**config.mk**
```make
export PLATFORM = sky130hd
export DESIGN_NAME = maria_reg_bank
export DESIGN_NICKNAME = d
export VERILOG_FILES = /design/src/rtl/maria_reg_bank.sv
export SDC_FILE = /design/constraint.sdc
export NUM_CORES = 1
export LEC_CHECK = 0
export BUFFER_PORTS_ARGS = -buffer_cell sky130_fd_sc_hd__buf_2
export CAP_MARGIN = 20
export CORE_MARGIN = 1
export CORE_UTILIZATION = 35
export DETAILED_ROUTE_END_ITERATION = 12
export GPL_TIMING_DRIVEN = 0
export HOLD_SLACK_MARGIN = 0.06
export PLACE_DENSITY_LB_ADDON = 0.3
export SYNTH_ARGS = -nofsm -noshare
export SYNTH_HDL_FRONTEND = slang
export SYNTH_SLANG_ARGS = --single-unit
```
**constraint.sdc**
```tcl
create_clock -name sysclock -period 4.1 [get_ports sysclock]
set_clock_uncertainty 0.05 [all_clocks]
set_input_delay 0.205 -clock sysclock [delete_from_list [all_inputs] [get_ports sysclock]]
set_output_delay 0.205 -clock sysclock [all_outputs]
set_load 0.005 [all_outputs]
```
**src/rtl/maria_reg_bank.sv**
```systemverilog
// MARIA register bank: colours, CTRL, CHARBASE, double-buffered DPP and WSYNC CPU hold.
// Writes land on the strobe edge; reads return one cycle later; the CPU is stalled via cpu_ready, never the bus.
module maria_reg_bank #(
  parameter int          NUM_PAL  = 8,
  parameter int          AW       = $clog2(4*NUM_PAL),
  parameter logic [7:0]  OPEN_BUS = 8'hBE,
  parameter logic [15:0] ZP_RESET = 16'h1820
) (
  input  logic                          sysclock,
  input  logic                          reset_b,
  input  logic                          bus_stb,
  input  logic                          sel,
  input  logic [AW-1:0]                 addr,
  input  logic                          we_b,
  input  logic [7:0]                    wdata,
  output logic [7:0]                    rdata,
  output logic                          rvalid,
  input  logic [7:0]                    status,
  input  logic                          hblank_pulse,
  input  logic                          frame_start,
  output logic                          cpu_ready,
  output logic [(3*NUM_PAL+1)*8-1:0]    color_map,
  output logic [7:0]                    ctrl,
  output logic [7:0]                    char_base,
  output logic [15:0]                   zp,
  output logic                          zp_valid
);

  localparam int NC = 3*NUM_PAL + 1;
  localparam int IW = $clog2(NC);

  typedef enum logic {RUN, HOLD} state_t;

  state_t      state, state_nxt;
  logic [7:0]  colors [NC];
  logic [15:0] shadow;
  logic        pend_h, pend_l;
  logic        acc, wr, rd, lane0;
  logic [AW-3:0] grp;
  logic [1:0]  lane;
  logic [31:0] gi;
  logic [IW-1:0] cidx;
  logic        col_wr, wsync_wr, dpph_wr, dppl_wr, cb_wr, ctrl_wr;
  logic [7:0]  rd_mux;

  assign acc   = bus_stb & sel;
  assign wr    = acc & ~we_b;
  assign rd    = acc & we_b;
  assign grp   = addr[AW-1:2];
  assign lane  = addr[1:0];
  assign lane0 = (lane == 2'd0);
  assign gi    = 32'(grp);
  // Slot 0 (g=0, l=0) maps to index 0 as well, which is BKGRND.
  assign cidx  = IW'(gi*3 + 32'(lane));

  assign col_wr   = wr & (!lane0 || gi == 0);
  assign wsync_wr = wr & lane0 & (gi == 1);
  assign dpph_wr  = wr & lane0 & (gi == 3);
  assign dppl_wr  = wr & lane0 & (gi == 4);
  assign cb_wr    = wr & lane0 & (gi == 5);
  assign ctrl_wr  = wr & lane0 & (gi == 7);

  genvar i;
  generate
    for (i = 0; i < NC; i++) begin : g_cmap
      assign color_map[8*i +: 8] = colors[i];
    end
  endgenerate

  always_ff @(posedge sysclock) begin
    if (!reset_b) begin
      for (int k = 0; k < NC; k++) colors[k] <= '0;
    end else if (col_wr) begin
      colors[cidx] <= wdata;
    end
  end

  always_ff @(posedge sysclock) begin
    if (!reset_b) begin
      ctrl      <= 8'h40;
      char_base <= 8'h00;
    end else begin
      if (ctrl_wr) ctrl      <= wdata;
      if (cb_wr)   char_base <= wdata;
    end
  end

  // Commit uses the pre-write shadow; a same-cycle DPP write re-arms its pend after the clear.
  always_ff @(posedge sysclock) begin
    if (!reset_b) begin
      shadow   <= ZP_RESET;
      zp       <= ZP_RESET;
      zp_valid <= 1'b0;
      pend_h   <= 1'b0;
      pend_l   <= 1'b0;
    end else begin
      if (frame_start && pend_h && pend_l) begin
        zp       <= shadow;
        zp_valid <= 1'b1;
        pend_h   <= 1'b0;
        pend_l   <= 1'b0;
      end
      if (dpph_wr) begin
        shadow[15:8] <= wdata;
        pend_h       <= 1'b1;
      end
      if (dppl_wr) begin
        shadow[7:0] <= wdata;
        pend_l      <= 1'b1;
      end
    end
  end

  always_ff @(posedge sysclock) begin
    if (!reset_b) state <= RUN;
    else          state <= state_nxt;
  end

  always_comb begin
    state_nxt = state;
    if (wsync_wr)          state_nxt = HOLD;
    else if (hblank_pulse) state_nxt = RUN;
  end

  assign cpu_ready = (state == RUN);

  always_comb begin
    rd_mux = 8'h00;
    if (!lane0) begin
      rd_mux = colors[cidx];
    end else begin
      case (gi)
        0:             rd_mux = colors[0];
        2:             rd_mux = status;
        1, 3, 4, 5, 7: rd_mux = OPEN_BUS;
        default:       rd_mux = 8'h00;
      endcase
    end
  end

  always_ff @(posedge sysclock) begin
    if (!reset_b) begin
      rdata  <= 8'h00;
      rvalid <= 1'b0;
    end else begin
      rvalid <= rd;
      if (rd) rdata <= rd_mux;
    end
  end

endmodule

```
==> flow_metrics.py <==
metrics = {
    "detailed_routing": {
        "via_per_inst": 5.58,
        "routed_wl_um": 54600,
        "dr.pass1.iters": 5,
        "wire_per_inst_um": 27.1,
        "drc_errors": 0,
        "num_vias": 11200,
        "drt_iter0_drc": 1167,
        "drtAntennaViolNets": 0,
    },
    "worst_setup_path": {
        "reg2reg_from": "colors[9][2]$_SDFFCE_PN0P_",
        "end_kind": "flip-flop",
        "critical_path_class": "input port to flip-flop",
        "required_ns": 4.27,
        "cp_max_fo": 10,
        "worstPathArrival_ns": 4.14,
        "critPathLaunch": "addr[2]",
        "worstSetupStartpointType": "input port",
    },
    "timing": {
        "worstMarginPinSlew_ns": 1.18,
        "timing.final.crit_share": 0.970,
        "setup_ws_ns": 0.121,
        "whs_ns": 0.123,
        "max_freq_ghz": 0.251,
        "min_period_ns": 3.98,
        "drv_slew": 0,
        "slew_headroom": 0.193,
        "setup_viol": 0,
        "rsz0062_at_grt": "no",
        "hold_viol_final": 0,
    },
    "clock_tree": {
        "cts_root_buf": "clkbuf_16",
        "worstSkewPairLatency_ns": 0.53,
        "clockBufferDepth": 3,
        "cts_sinks": 317,
        "post-cts-setup-buffers": 0,
        "cts_made_buffers": 35,
        "htreeDepth": 2,
        "cts.clk_slew.worst_paths_ns": 0.06,
        "cts_tree": "yes",
    },
    "placed_design": {
        "dp_hpwl_um": 40400,
        "dp_slack_ns": -0.677,
        "gp_congestion": 0.985,
        "io_buffers": 270,
        "dpl_cell_area_mm2": 0.0165,
    },
    "floorplan": {
        "io_pins": 271,
        "die_h_um": 204,
        "die_w_um": 204,
        "rows": 73,
        "start_util": 0.358,
        "core_region_area_mm2": 0.0400,
        "dieArea_mm2": 0.0417,
    },
    "power_and_ir_drop": {
        "p_per_area_mw_per_mm2": 456,
        "p_leak_nw": 6.79,
        "ir_worst_vdd_uv": 262,
    },
    "synth": {
        "ys_ff_latch": 317,
        "ys.flop_type": "edfxtp_1",
        "synthCells": 1122,
        "synth-edff-count": 256,
        "async_flop_share": 0,
        "syn_area_mm2": 0.0143,
        "ys.warnings.count": 0,
        "synth_area_per_cell_um2": 12.8,
        "synth.distinct_cells": 55,
        "syn_nets": 1161,
        "seq_area_frac_synth": 0.622,
    },
    "global_route": {
        "overflow": 0,
        "antenna_found_initial": 2,
        "grt_pass1_vias": 10800,
        "grt_pass1_wl_um": 75800,
        "grt_usage": 0.257,
        "grt_max_degree": 14,
    },
    "run_status": {
        "status": "finished clean",
    },
    "cells_and_area": {
        "syn2layout_area_growth_pct": 23.8,
        "finish.instance_area_mm2": 0.0177,
        "layout.nets": 1504,
        "drive_gt1_frac": 0.285,
    },
    "run": {
        "drv_cap": 0,
    },
    "min_path": {
        "worst_hold_path_type": "input port to flip-flop",
        "holdCritStartpoint": "we_b",
    },
}
where the power goes:
part	internal [mW]	switching (mW)	total [mW]
clock network	1.84	1.31	3.15
registers	3.59	0.0850	3.67
logic	0.421	0.841	1.26
total	5.85	2.23	8.08
per-stage QoR:
step	utilization	std cells	power (mW)	TNS, ns
after floorplan	-	1122	4.33	0
after global placement	0.408	1917	4.93	-67.24
after detailed placement	0.412	1941	4.95	-27.04
after CTS	0.443	2013	8.06	0
after global routing	0.443	2015	8.26	0
final	0.443	2015	8.08	0
state kept, by name, summed over array words and instances, names as in the netlist:
register   cells
rvalid         1
zp_valid       1
ctrl           8
rdata          8
pend_l         1
pend_h         1
state          1
char_base      8
zp            16
shadow        16
colors       256
path summary, 6_finish.rpt:
check	slack (ns)	cells after the start	end
worst max-delay path	0.12	10	colors[1][4]$_SDFFCE_PN0P_
worst min-delay path	0.12	4	state$_SDFFE_PN0P_
worst max register to register	1.79	6	rdata[2]$_SDFFE_PN0P_
worst min register to register	0.41	2	ctrl[2]$_SDFFE_PN0P_
critical path, cell delays in order:
cell and delay, ns:
buf_2 0.15, fa_1 0.47, ha_1 0.26, fa_1 0.57, buf_2 0.25, nor2_2 0.45, buf_2 0.41, nand3_1 0.40
o21ai_0 0.65, buf_2 0.32
area by class of cell:
class                      instances  area (µm²)
fill                            3743       22300
sequential                       317        8910
multi-input combinational        714        5000
timing repair buffer             306        1610
clock buffer                      44         993
tap                              525         657
buffer                            86         403
clock inverter                    17         135
inverter                           5        18.8
antenna                            1        2.50
layer usage:
metal	GRT usage	part of all wire
met2	0.409	0.47
met1	0.334	0.39
met5	0	0
met3	0.0625	0.10
met4	0.102	0.039
kinds of logic (layout without fill, tap and decap cells):
| group | count (synthesis) | count (layout) | share of synthesized area |
|---|---|---|---|
| XOR/XNOR | 1 | 1 | 0.000612 |
| buffers and inverters | 91 | 458 | 0.0294 |
| adder cells (fa/ha/maj) | 11 | 11 | 0.0107 |
| AO/OA/AOI/OAI | 184 | 184 | 0.0846 |
| other | 0 | 1 | 0 |
| flip-flops | 317 | 317 | 0.622 |
| multiplexers | 113 | 113 | 0.0963 |
| AND/OR/NAND/NOR | 405 | 405 | 0.156 |
Yosys cell counts, types with 2 or more instances:
cell       instances  area share
a31oi_1            3      0.0013
ha_1               9      0.0079
a21oi_1           45       0.016
o22ai_1           22      0.0096
a221oi_1           5      0.0031
and2_1           203       0.089
dfxtp_1           61       0.085
o221ai_1           8      0.0049
mux4_2            18       0.028
nand2b_1           5      0.0022
buf_6              4      0.0031
mux2_2            18       0.014
nor2_1            47       0.012
buf_4              8      0.0042
edfxtp_1         256        0.54
buf_1              8      0.0021
buf_2             16      0.0056
a2111oi_0          2      0.0012
a22oi_1           29       0.015
mux2i_1           77       0.054
nor2_2             3      0.0013
nor2b_1            8      0.0035
nand3_1           40       0.014
fa_1               2      0.0028
o2bb2ai_1          5      0.0031
clkbuf_1          50       0.013
nor2_4             5      0.0039
o211ai_1           3      0.0016
nand2_1           77       0.020
a22o_1             7      0.0043
nor3_1             4      0.0014
o22a_1             2      0.0012
inv_1              5      0.0013
o21ai_0           38       0.013
a211oi_1           4      0.0021
a32oi_1            3      0.0018
o32ai_1            2      0.0012
nor2_8             2      0.0028
and3_1             2     0.00087
cell usage in the layout, fill, tap and decap left out, types with 3 or more instances in the layout:
master         Yosys  final
nand2b_1           5      5
mux4_2            18     18
dfxtp_1           61     61
edfxtp_1         256    256
clkinv_2           0      7
a31oi_1            3      3
dlygate4sd3_1      0     11
clkinv_1           0      5
a221oi_1           5      5
nor2_4             5      5
nor2_1            47     46
inv_1              5      5
nand3_1           40     40
o2bb2ai_1          5      5
mux2i_1           77     77
nand2_1           77     77
o211ai_1           3      3
buf_6              4      4
nor2b_1            8      8
nor3_1             4      4
a21oi_1           45     45
buf_1              8      8
o21ai_1            0      4
and2_1           203    203
clkbuf_16          0     38
buf_2             16    301
buf_4              8     18
a22o_1             7      7
a211oi_1           4      4
nor2_2             3      4
a22oi_1           29     29
ha_1               9      9
o22ai_1           22     22
mux2_2            18     18
a32oi_1            3      3
o21ai_0           38     34
clkbuf_1          50     54
o221ai_1           8      8
timing repair:
action	4_1_cts	5_1_grt
endpoints found under the hold margin	59	0
gates resized for setup	1	1
endpoints found under the setup margin	4	23
hold buffers	11	0
Power figures use the tool's default switching activity.
